File: src/rtl/step_clock_gen.sv
// Tempo generator: turns a clamped BPM into step strobe, 50% step level, step index and bar strobe.
// Latency: first step_pulse 34 clks after play is sampled high; later pulses every NUM/bpm_c clks.
// Backpressure: none; outputs free-run while play=1, play=0 returns to IDLE on the next clk.
module step_clock_gen #(
    parameter int CLK_HZ         = 50_000_000,
    parameter int STEPS_PER_BEAT = 4,
    parameter int STEPS_PER_BAR  = 16,
    parameter int BPM_MIN        = 40,
    parameter int BPM_MAX        = 240,
    parameter int PERIOD_W       = 32
) (
    input  logic                             clk,
    input  logic                             nReset,
    input  logic                             play,
    input  logic [7:0]                       bpm,
    output logic                             step_pulse,
    output logic                             step_level,
    output logic [$clog2(STEPS_PER_BAR)-1:0] step_idx,
    output logic                             bar_pulse,
    output logic                             busy
);
    localparam int IDX_W = $clog2(STEPS_PER_BAR);
    localparam int IT_W  = $clog2(PERIOD_W + 1);
    localparam logic [63:0] NUM64 = (64'(CLK_HZ) * 64'd60) / 64'(STEPS_PER_BEAT);
    localparam logic [PERIOD_W-1:0] NUM = NUM64[PERIOD_W-1:0];

    localparam logic [1:0] IDLE = 2'd0;
    localparam logic [1:0] CALC = 2'd1;
    localparam logic [1:0] RUN  = 2'd2;

    logic [1:0]          state;
    logic [7:0]          bpm_c;
    logic [7:0]          bpm_l;
    logic [PERIOD_W-1:0] period;
    logic [PERIOD_W-1:0] cnt;
    logic [PERIOD_W-1:0] next_period;
    logic [PERIOD_W-1:0] quo;
    logic [PERIOD_W-1:0] rem;
    logic [PERIOD_W-1:0] dvs;
    logic [IT_W-1:0]     it;
    logic                pend;
    logic                first;
    logic [PERIOD_W:0]   shifted;
    logic [PERIOD_W:0]   trial;
    logic [IDX_W-1:0]    idx_next;
    logic                restart;
    logic                div_done;
    logic                wrap;

    always_comb begin
        bpm_c = bpm;
        if (bpm < 8'(BPM_MIN)) begin
            bpm_c = 8'(BPM_MIN);
        end else if (bpm > 8'(BPM_MAX)) begin
            bpm_c = 8'(BPM_MAX);
        end
    end

    // Restoring division: remainder stays below the divisor, so the borrow bit is the sign.
    assign shifted  = {rem, quo[PERIOD_W-1]};
    assign trial    = shifted - {1'b0, dvs};
    assign restart  = (bpm_c != bpm_l);
    assign div_done = (it == IT_W'(PERIOD_W));
    assign wrap     = (cnt == period - PERIOD_W'(1));
    assign idx_next = first ? '0 : step_idx + 1'b1;

    always_ff @(posedge clk or negedge nReset) begin
        if (!nReset) begin
            state       <= IDLE;
            step_pulse  <= 1'b0;
            step_level  <= 1'b0;
            step_idx    <= '0;
            bar_pulse   <= 1'b0;
            busy        <= 1'b0;
            period      <= '0;
            cnt         <= '0;
            next_period <= '0;
            quo         <= '0;
            rem         <= '0;
            dvs         <= '0;
            it          <= '0;
            bpm_l       <= '0;
            pend        <= 1'b0;
            first       <= 1'b0;
        end else if (!play) begin
            state      <= IDLE;
            step_pulse <= 1'b0;
            step_level <= 1'b0;
            step_idx   <= '0;
            bar_pulse  <= 1'b0;
            busy       <= 1'b0;
            cnt        <= '0;
            it         <= '0;
            pend       <= 1'b0;
            first      <= 1'b0;
        end else begin
            step_pulse <= 1'b0;
            bar_pulse  <= 1'b0;
            case (state)
                IDLE: state <= CALC;
                CALC: begin
                    if (busy && div_done && !restart) begin
                        period <= quo;
                        cnt    <= '0;
                        first  <= 1'b1;
                        state  <= RUN;
                    end
                end
                RUN: begin
                    step_pulse <= (cnt == '0);
                    step_level <= (cnt < (period >> 1));
                    if (cnt == '0) begin
                        step_idx  <= idx_next;
                        bar_pulse <= (idx_next == '0);
                        first     <= 1'b0;
                    end
                    if (wrap) begin
                        cnt <= '0;
                        if (pend) begin
                            period <= next_period;
                            pend   <= 1'b0;
                        end
                    end else begin
                        cnt <= cnt + 1'b1;
                    end
                end
                default: state <= IDLE;
            endcase

            // Placed after the counter so a completion on a wrap edge defers to the next wrap.
            if (state == IDLE || restart) begin
                bpm_l <= bpm_c;
                dvs   <= PERIOD_W'(bpm_c);
                quo   <= NUM;
                rem   <= '0;
                it    <= '0;
                busy  <= 1'b1;
                pend  <= 1'b0;
            end else if (busy && !div_done) begin
                rem <= trial[PERIOD_W] ? shifted[PERIOD_W-1:0] : trial[PERIOD_W-1:0];
                quo <= {quo[PERIOD_W-2:0], ~trial[PERIOD_W]};
                it  <= it + 1'b1;
            end else if (busy) begin
                busy <= 1'b0;
                if (state == RUN) begin
                    next_period <= quo;
                    pend        <= 1'b1;
                end
            end
        end
    end
endmodule

File: config.mk
export PLATFORM = sky130hd
export DESIGN_NAME = step_clock_gen
export DESIGN_NICKNAME = d
export VERILOG_FILES = /design/src/rtl/step_clock_gen.sv
export SDC_FILE = /design/constraint.sdc
export NUM_CORES = 1
export LEC_CHECK = 0
export BUFFER_PORTS_ARGS = -buffer_cell sky130_fd_sc_hd__buf_2
export CAP_MARGIN = 20
export CORE_MARGIN = 2
export CORE_UTILIZATION = 50
export CTS_CLUSTER_DIAMETER = 40
export DETAILED_ROUTE_END_ITERATION = 16
export HOLD_SLACK_MARGIN = 0.15
export PLACE_DENSITY = 0.72
export SETUP_SLACK_MARGIN = 0.15
export SYNTH_ARGS = -nofsm -noshare
export SYNTH_HDL_FRONTEND = slang
export SYNTH_SLANG_ARGS = --single-unit
File: constraint.sdc
create_clock -name clk -period 3.2 [get_ports clk]
set_input_delay 0.16 -clock clk [delete_from_list [all_inputs] [get_ports clk]]
set_output_delay 0.16 -clock clk [all_outputs]
set_load 0.02 [all_outputs]
[Word level (Yosys, flattened, before mapping)]
Index checks and enable logic that the tools add are counted.
Word-level totals
  register bits after elaboration: 186
  bits in latches: 0
  memory bits (writable): 0
  bits in read-only memories: 0
  bits of input ports: 11
  output and inout port bits: 8
  logic and storage cells: 107
  memories: 0
Operators by class
  add/subtract/negate cells: 5
  multipliers: 0
  div/mod/pow operators: 0
  $lt $le $gt $ge: 3
  equal/unequal tests: 16
  shift-type cells: 0
  muxes and demuxes: 46
  bitwise gates (word level): 3
  reductions and logical operators: 19
Operator list (number)
  32-bit two-way mux: 11
  32-bit case mux with 2 select lines: 2
  33-bit by 8-bit subtractor with 33-bit output: 1
  32-bit by 1-bit adder with 32-bit output (second input constant): 1
  32-bit equality test: 1
  32-bit logical NOT: 1
  32-bit by 31-bit less-than comparator with 1-bit output: 1
  32-bit by 1-bit subtractor with 32-bit output (second input constant): 1
  1-bit two-way mux: 20
  6-bit two-way mux: 3
  4-bit two-way mux: 4
  8-bit two-way mux: 2
  2-bit AND reduction: 5
  5-bit AND reduction: 2
  3-bit != test (second input constant): 3
  8-bit greater-than comparator (second input constant): 1
  8-bit by 6-bit less-than comparator with 1-bit output (second input constant): 1
  2-bit != test (second input constant): 4
  8-bit != test: 1
  6-bit by 1-bit adder with 6-bit output (second input constant): 1
  6-bit equality test (second input constant): 1
  3-bit by 1-bit != test with 1-bit output (second input constant): 2
  2-bit case mux with 3 select lines: 1
  4-bit by 1-bit adder with 4-bit output (second input constant): 1
  13 further kinds: 21

[Logic depth before layout (Yosys ltp)]
Gate-level depths: netlist of run 1.
  word-level depth: 9
  depth in mapped cells: 13
  mapped depth without buffers: 12

[Worst setup path before layout of run 1]
OpenSTA, ideal clock, no wires.
  path type: reg2reg
  start: register period[9]
  end: register period[0]
  data arrival time: 3438 ps
  setup slack: -317 ps
  stages on the path, launching flop included: 12
  buffers on the path: 2
  period minus slack after synthesis: 3517 ps
  path through: dfrtp_1 or4_4 or4_4 buf_6 or3_1 a2111oi_4 o221ai_2 nor4_1 nand4_1 o2bb2ai_4 buf_12 mux2i_1
Between the ends
  word-level cells in the longest chain between the ends: 4
Ends and longest elaborated chain
  start, declared: RTL line 34  | logic [PERIOD_W-1:0] period;
  start signal, assigned: RTL line 103  | period <= quo;
  start signal, assigned: RTL line 120  | period <= next_period;
  32-bit by 1-bit subtractor with 32-bit output: RTL line 64  | assign wrap = (cnt == period - PERIOD_W'(1));
  32-bit equality test: RTL line 64
  2-bit != test (no line)
  5-bit AND reduction (no line)
Every way passes these cells.
A chain may end at the register's enable or synchronous reset.

[Worst setup path in the final report of run 1]
  start: register period[12]
  end: register period[12]
The elaborated chain is that of the path after synthesis.

==> results of run 1 <==
[power breakdown]
group | total [mW] | switching [mW] | internal, mW | leakage [nW]
registers | 2.38 | 0.0171 | 2.36 | 2.35
logic | 0.226 | 0.147 | 0.0787 | 3.14
clock network | 2.07 | 1.03 | 1.04 | 0.278
[cells in the mapped netlist (9+ instances only)]
cell	n	area (um^2)
nand3_1	43	215
nor2_1	68	255
clkbuf_1	45	169
a21oi_1	36	180
nor3_1	34	170
nand2_1	101	379
a21o_1	16	120
xnor2_1	40	350
and3_1	16	100
o21ai_0	70	350
o22a_1	9	78.8
dfrtp_1	186	4650
inv_1	63	236
ha_1	44	551
nand2b_1	16	100
xor2_1	38	333
mux2_2	34	383
nor4_1	25	156
mux2i_1	71	711
nand4_1	24	150
a22o_1	31	272
[per-layer routing]
layer  routed length, um  part of all wire (%)
met5                   0                     0
met4                 489                   1.9
met1               12300                    48
met3                 862                   3.4
met2               11900                    47
[cell type report]
| class | count | share of cell area (%) |
|---|---|---|
| inverter | 63 | 1.84 |
| tap | 280 | 2.72 |
| timing repair buffer | 115 | 7.86 |
| clock buffer | 17 | 3.30 |
| multi-input combinational | 839 | 46.9 |
| clock inverter | 14 | 1.21 |
| sequential | 186 | 36.2 |
[worst max-delay path, cell delays in order, from the launching register on]
cell       delay (ns)
dfrtp_1          0.41
or4_4            0.55
or4_4            0.49
or3_4            0.40
a2111oi_4        0.30
o221ai_2         0.16
nor4_2           0.31
nand4_1          0.22
o2bb2ai_4        0.24
buf_12           0.14
clkbuf_16        0.15
mux2i_1          0.24
[timing repair]
item	4_1_cts	5_1_grt
hold buffers	8	0
setup buffers	2	6
setup endpoints to repair	65	82
hold endpoints to repair	91	0
gates cloned	1	4
pin swaps	3	4
resized for setup	10	20
[through the flow]
step / setup WS (ns) / setup TNS (ns)
detailed placement: -0.334 / -15.48
global route: -0.662 / -31.85
floorplan: -0.256 / -9.50
global placement: -0.248 / -11.99
finish: -0.523 / -24.66
CTS: -0.354 / -17.19
[worst max-delay path by stage]
stage                           start                endpoint
6_report       period[12]$_DFFE_PN0P_  period[12]$_DFFE_PN0P_
5_1_grt        period[12]$_DFFE_PN0P_  period[12]$_DFFE_PN0P_
4_1_cts        period[12]$_DFFE_PN0P_  period[19]$_DFFE_PN0P_
3_5_place_dp   period[12]$_DFFE_PN0P_   period[5]$_DFFE_PN0P_
3_3_place_gp   period[12]$_DFFE_PN0P_   period[2]$_DFFE_PN0P_
2_1_floorplan  period[12]$_DFFE_PN0P_   period[0]$_DFFE_PN0P_
[sequential cells by signal, summed over array words and instances, names as in the netlist, 2 cells and up]
signal	cells
period	32
bpm_l	8
next_period	32
state	2
it	6
cnt	32
rem	32
quo	32
step_idx	4
[kinds of logic (layout without fill, tap and decap cells)]
family	after synthesis	in the layout
simple gates	382	382
compound gates	228	229
flops	186	186
buf+inv	119	209
mux	105	105
xor+xnor	78	78
fa+ha+maj	45	45
==> impl_metrics.json, run 1 <==
{
  "synth_compound_area_share_pct": 14.3,
  "synth_xor_area_share_pct": 6.18,
  "stdcell_count": 1514,
  "holdWs_ns": 0.198,
  "wl_mm": 25.5,
  "reg2reg_depth": 11,
  "antenna_cells": 0,
  "netlist_area_um2": 11000,
  "use_met1_pct": 31.0,
  "worst_hold_path.num_cells": 3,
  "r2r_start": "period[12]$_DFFE_PN0P_",
  "cts-root-buf": "clkbuf_16",
  "critPathRequiredTime_ns": 3.54,
  "critPathKind": "flip-flop to flip-flop",
  "layout_commonest_cell": "dfrtp_1",
  "status": "finished, violations left",
  "arrival_ns": 4.06,
  "hp-class": "primary input to flip-flop",
  "drv_cap": 0,
  "max_freq_mhz": 269,
  "fin_crit_sh_pct": 116,
  "dr_total_vias": 8771,
  "fin_ws_ns": -0.523,
  "final_nets": 1278,
  "synthCells": 1143,
  "fin_util_pct": 59.2,
  "synth_edf_count": 0,
  "r2r_slack_ns": -0.52,
  "fillers": 1818,
  "start_util_pct": 50.8,
  "drive_gt1_share_pct": 17.6,
  "routedWlPerCell_um": 16.9,
  "grt_max_degree": 90,
  "die_area_um2": 23300,
  "area_growth_pct": 16.5,
  "synth_ff_type": "dfrtp_1",
  "met3_usage_pct": 3.41,
  "yosysWarnings": 0,
  "core_area_um2": 21800,
  "drcViolationCount": 0,
  "worst_slew_pin_slew_ns": 0.712,
  "yosysSeqAreaShare_pct": 42.1,
  "ys_ff_latch": 186,
  "cts_buffer_depth": 2,
  "skew_ns": 0.0130,
  "cp-start-kind": "flip-flop",
  "register_area_um2": 4650,
  "grt_pass1_vias": 8483,
  "firstDrtPassIters": 5,
  "synth_adder_area_share_pct": 5.16,
  "ant_nets": 0,
  "layout_common_cells": "dfrtp_1, nand2_1, buf_4",
  "async_flop_share_pct": 100,
  "ys_types": 69,
  "clk_pin_slew_ns": 0.07,
  "leakagePower_nw": 5.77,
  "finalWeightedCongestion": 0.947,
  "cp_max_fo": 8,
  "met2_usage_pct": 34.0,
  "synth_top_family_by_area": "simple AND/OR/NAND/NOR gates",
  "drv_slew": 0,
  "placed_cell_area_um2": 11900,
  "hold_viol_final": 0,
  "violations": "negative setup slack",
  "overflow": 0,
  "fin_crit_ns": 3.72,
  "min_to": "pend$_DFF_PN0_",
  "grt_use_total_pct": 21.8,
  "vias_per_cell": 5.79,
  "cts_tree": "done",
  "io_pins": 19,
  "grt_busiest_layer": "met2",
  "cts_max_level": 4,
  "peakVddDrop_mv": 0.298,
  "worstSetupEndpointType": "flip-flop",
  "drtIter0Drc": 511,
  "finish.instance_area_um2": 12900,
  "yosys.area_share.simple_pct": 17.7,
  "numCtsBuffers": 17,
  "std_cell_rows": 54,
  "r2r-end": "period[12]$_DFFE_PN0P_",
  "io_buffers": 18,
  "dieHeight_um": 153,
  "antenna_found_initial": 0,
  "hpwl_mm": 17.6,
  "slew_headroom_pct": 52.6,
  "setup_viol": 65,
  "dp_cells": 1462,
  "fin_total_pwr_mw": 4.68,
  "grt_pass1_wl_mm": 42.0,
  "synth_mux_area_share_pct": 9.90,
  "syn-num-nets": 1199,
  "clock_latency_ns": 0.44,
  "die_w_um": 153,
  "p_per_area_nw_per_um2": 363,
  "clkSinkCount": 186,
  "multiInputGateArea_um2": 6040,
  "min_from": "play",
  "avgSynthCellArea_um2": 9.67,
  "grt_setup_unrepaired": "yes"
}
(Power assumes the default switching activity.)
==> inputs of run 2 (changes only) <==
--- a/config.mk
+++ b/config.mk
@@ -8,11 +8,11 @@
 export BUFFER_PORTS_ARGS = -buffer_cell sky130_fd_sc_hd__buf_2
 export CAP_MARGIN = 20
 export CORE_MARGIN = 2
-export CORE_UTILIZATION = 50
+export CORE_UTILIZATION = 35
 export CTS_CLUSTER_DIAMETER = 40
 export DETAILED_ROUTE_END_ITERATION = 16
 export HOLD_SLACK_MARGIN = 0.15
-export PLACE_DENSITY = 0.72
+export PLACE_DENSITY = 0.55
 export SETUP_SLACK_MARGIN = 0.15
 export SYNTH_ARGS = -nofsm -noshare
 export SYNTH_HDL_FRONTEND = slang
==> run 2 against run 1 <==
Largest cell class unchanged. Global-route usage is 5.2 points lower. Critical path type unchanged. Highest routed layer unchanged. Sequential cell count unchanged. Clock power increased by 11%. Sequential share of layout area shrank 1.3 points. Critical endpoint is now period[20]$_DFFE_PN0P_. Maximum frequency is 3.2% higher. The flow still finishes with violations (negative setup slack). Die area grew 42%. Worst hold slack got worse by 0.0022 ns. Routed wire length increased by 6.0%.
==> impl_metrics.json, run 2 (synthesis gave the netlist of run 1 again) <==
{
  "grt_pass1_wl_mm": 44.1,
  "fin_ws_ns": -0.408,
  "r2r_slack_ns": -0.41,
  "hold_viol_final": 0,
  "cts_buffer_depth": 2,
  "slew_headroom_pct": 48.8,
  "fin_crit_sh_pct": 113,
  "drive_gt1_share_pct": 19.7,
  "p_per_area_nw_per_um2": 368,
  "placed_cell_area_um2": 12100,
  "critPathRequiredTime_ns": 3.56,
  "antenna_cells": 0,
  "leakagePower_nw": 5.95,
  "violations": "negative setup slack",
  "register_area_um2": 4660,
  "multiInputGateArea_um2": 6170,
  "dieHeight_um": 182,
  "drtIter0Drc": 630,
  "grt_max_degree": 83,
  "ant_nets": 0,
  "wl_mm": 27.1,
  "dr_total_vias": 8685,
  "crit_chain": "or4_4, or4_4, or4_4, a22oi_2, nand4_1, nor4_1, nand4_1, o2bb2ai_4, clkbuf_16, mux2i_1",
  "startpoint": "period[12]$_DFFE_PN0P_",
  "arrival_ns": 3.97,
  "drv_cap": 0,
  "drv_slew": 0,
  "numCtsBuffers": 17,
  "io_pins": 19,
  "setup_viol": 65,
  "grt_pass1_vias": 8369,
  "die_area_um2": 33000,
  "drcViolationCount": 0,
  "r2r-end": "period[20]$_DFFE_PN0P_",
  "start_util_pct": 35.3,
  "hp-class": "primary input to flip-flop",
  "clkSinkCount": 186,
  "fin_util_pct": 42.7,
  "cts-root-buf": "clkbuf_16",
  "overflow": 0,
  "grt_use_total_pct": 16.6,
  "cts_tree": "done",
  "cpMaxStageDelayCell": "or4_4",
  "die_w_um": 182,
  "reg2reg_depth": 10,
  "hpwl_mm": 18.5,
  "min_from": "bpm[3]",
  "fillers": 2928,
  "max_freq_mhz": 277,
  "post-place-ws_ns": -0.414,
  "crit_top_cell": "or4_4",
  "area_growth_pct": 21.0,
  "clk_pin_slew_ns": 0.08,
  "finalWeightedCongestion": 0.897,
  "worst_slew_pin_slew_ns": 0.767,
  "cp-start-kind": "flip-flop",
  "worstSetupEndpointType": "flip-flop",
  "core_area_um2": 31300,
  "firstDrtPassIters": 5,
  "status": "finished, violations left",
  "critPathKind": "flip-flop to flip-flop",
  "layout_common_cells": "dfrtp_1, nand2_1, buf_4",
  "antenna_found_initial": 1,
  "fin_crit_ns": 3.61,
  "grt_setup_unrepaired": "yes",
  "routedWlPerCell_um": 16.4,
  "cp_max_fo": 13,
  "io_buffers": 18,
  "r2r_start": "period[12]$_DFFE_PN0P_",
  "min_to": "bpm_l[3]$_DFFE_PN0P_",
  "peakVddDrop_mv": 0.330,
  "worst_hold_path.num_cells": 4,
  "cts_max_level": 4,
  "finish.instance_area_um2": 13400,
  "cp_slowest_stage_delay_ns": 0.56,
  "final_nets": 1296,
  "layout_commonest_cell": "dfrtp_1",
  "std_cell_rows": 65,
  "setup_tns_ns": -21.47,
  "fin_total_pwr_mw": 4.92,
  "clock_latency_ns": 0.44,
  "skew_ns": 0.0139,
  "vias_per_cell": 5.25
}
-- run 2: per-stage QoR --
step	hold WS (ns)	cells
floorplan	-0.136	1143
global placement	0.226	1589
detailed placement	0.229	1589
CTS	0.180	1641
global route	0.216	1655
finish	0.196	1655
-- run 2: worst max-delay path, delay by kind of cell, from the launching register on --
kind	cells	cell delay, ns
AO/OA/AOI/OAI	2	0.43
buffers and inverters	1	0.25
flip-flops	1	0.38
multiplexers	1	0.18
AND/OR/NAND/NOR	6	2.29
-- run 2: final cells by class --
cell class                      count  area share, %
Sequential cell                   186           34.8
Timing Repair Buffer              129           8.66
Inverter                           63           1.80
Clock buffer                       17           3.18
Tap cell                          402           3.76
Clock inverter                     15           1.62
Multi-Input combinational cell    843           46.2
-- run 2: repair_timing --
action,in CTS,in global routing
gates resized for setup,20,32
endpoints found under the hold margin,76,0
gates cloned,6,2
hold buffers,8,0
endpoints found under the setup margin,65,100
pin swaps,14,12
buffers inserted,6,12
-- run 2: worst max path at each step --
stage,to,slack (ns),cells past startpoint
final,period[20]$_DFFE_PN0P_,-0.41,10
after global routing,period[31]$_DFFE_PN0P_,-0.49,10
after CTS,period[16]$_DFFE_PN0P_,-0.36,10
after detailed placement,cnt[18]$_DFFE_PN0P_,-0.41,9
after global placement,cnt[6]$_DFFE_PN0P_,-0.34,10
after floorplan,period[0]$_DFFE_PN0P_,-0.26,11
-- run 2: power breakdown --
group	switching, mW	internal, mW	leakage (nW)	total, mW
clock network	1.09	1.21	0.313	2.30
logic	0.152	0.0849	3.28	0.236
registers	0.0175	2.36	2.35	2.38
total	1.25	3.66	5.95	4.92
-- run 2: metal layers --
layer / GRT usage [%] / routed length [um] / vias to the layer above
met5: 0 / 0 / -
met3: 2.93 / 794 / 24
met2: 25.8 / 12400 / 115
li1: - / - / 4322
met1: 23.7 / 13500 / 4224
met4: 4.59 / 400 / 0
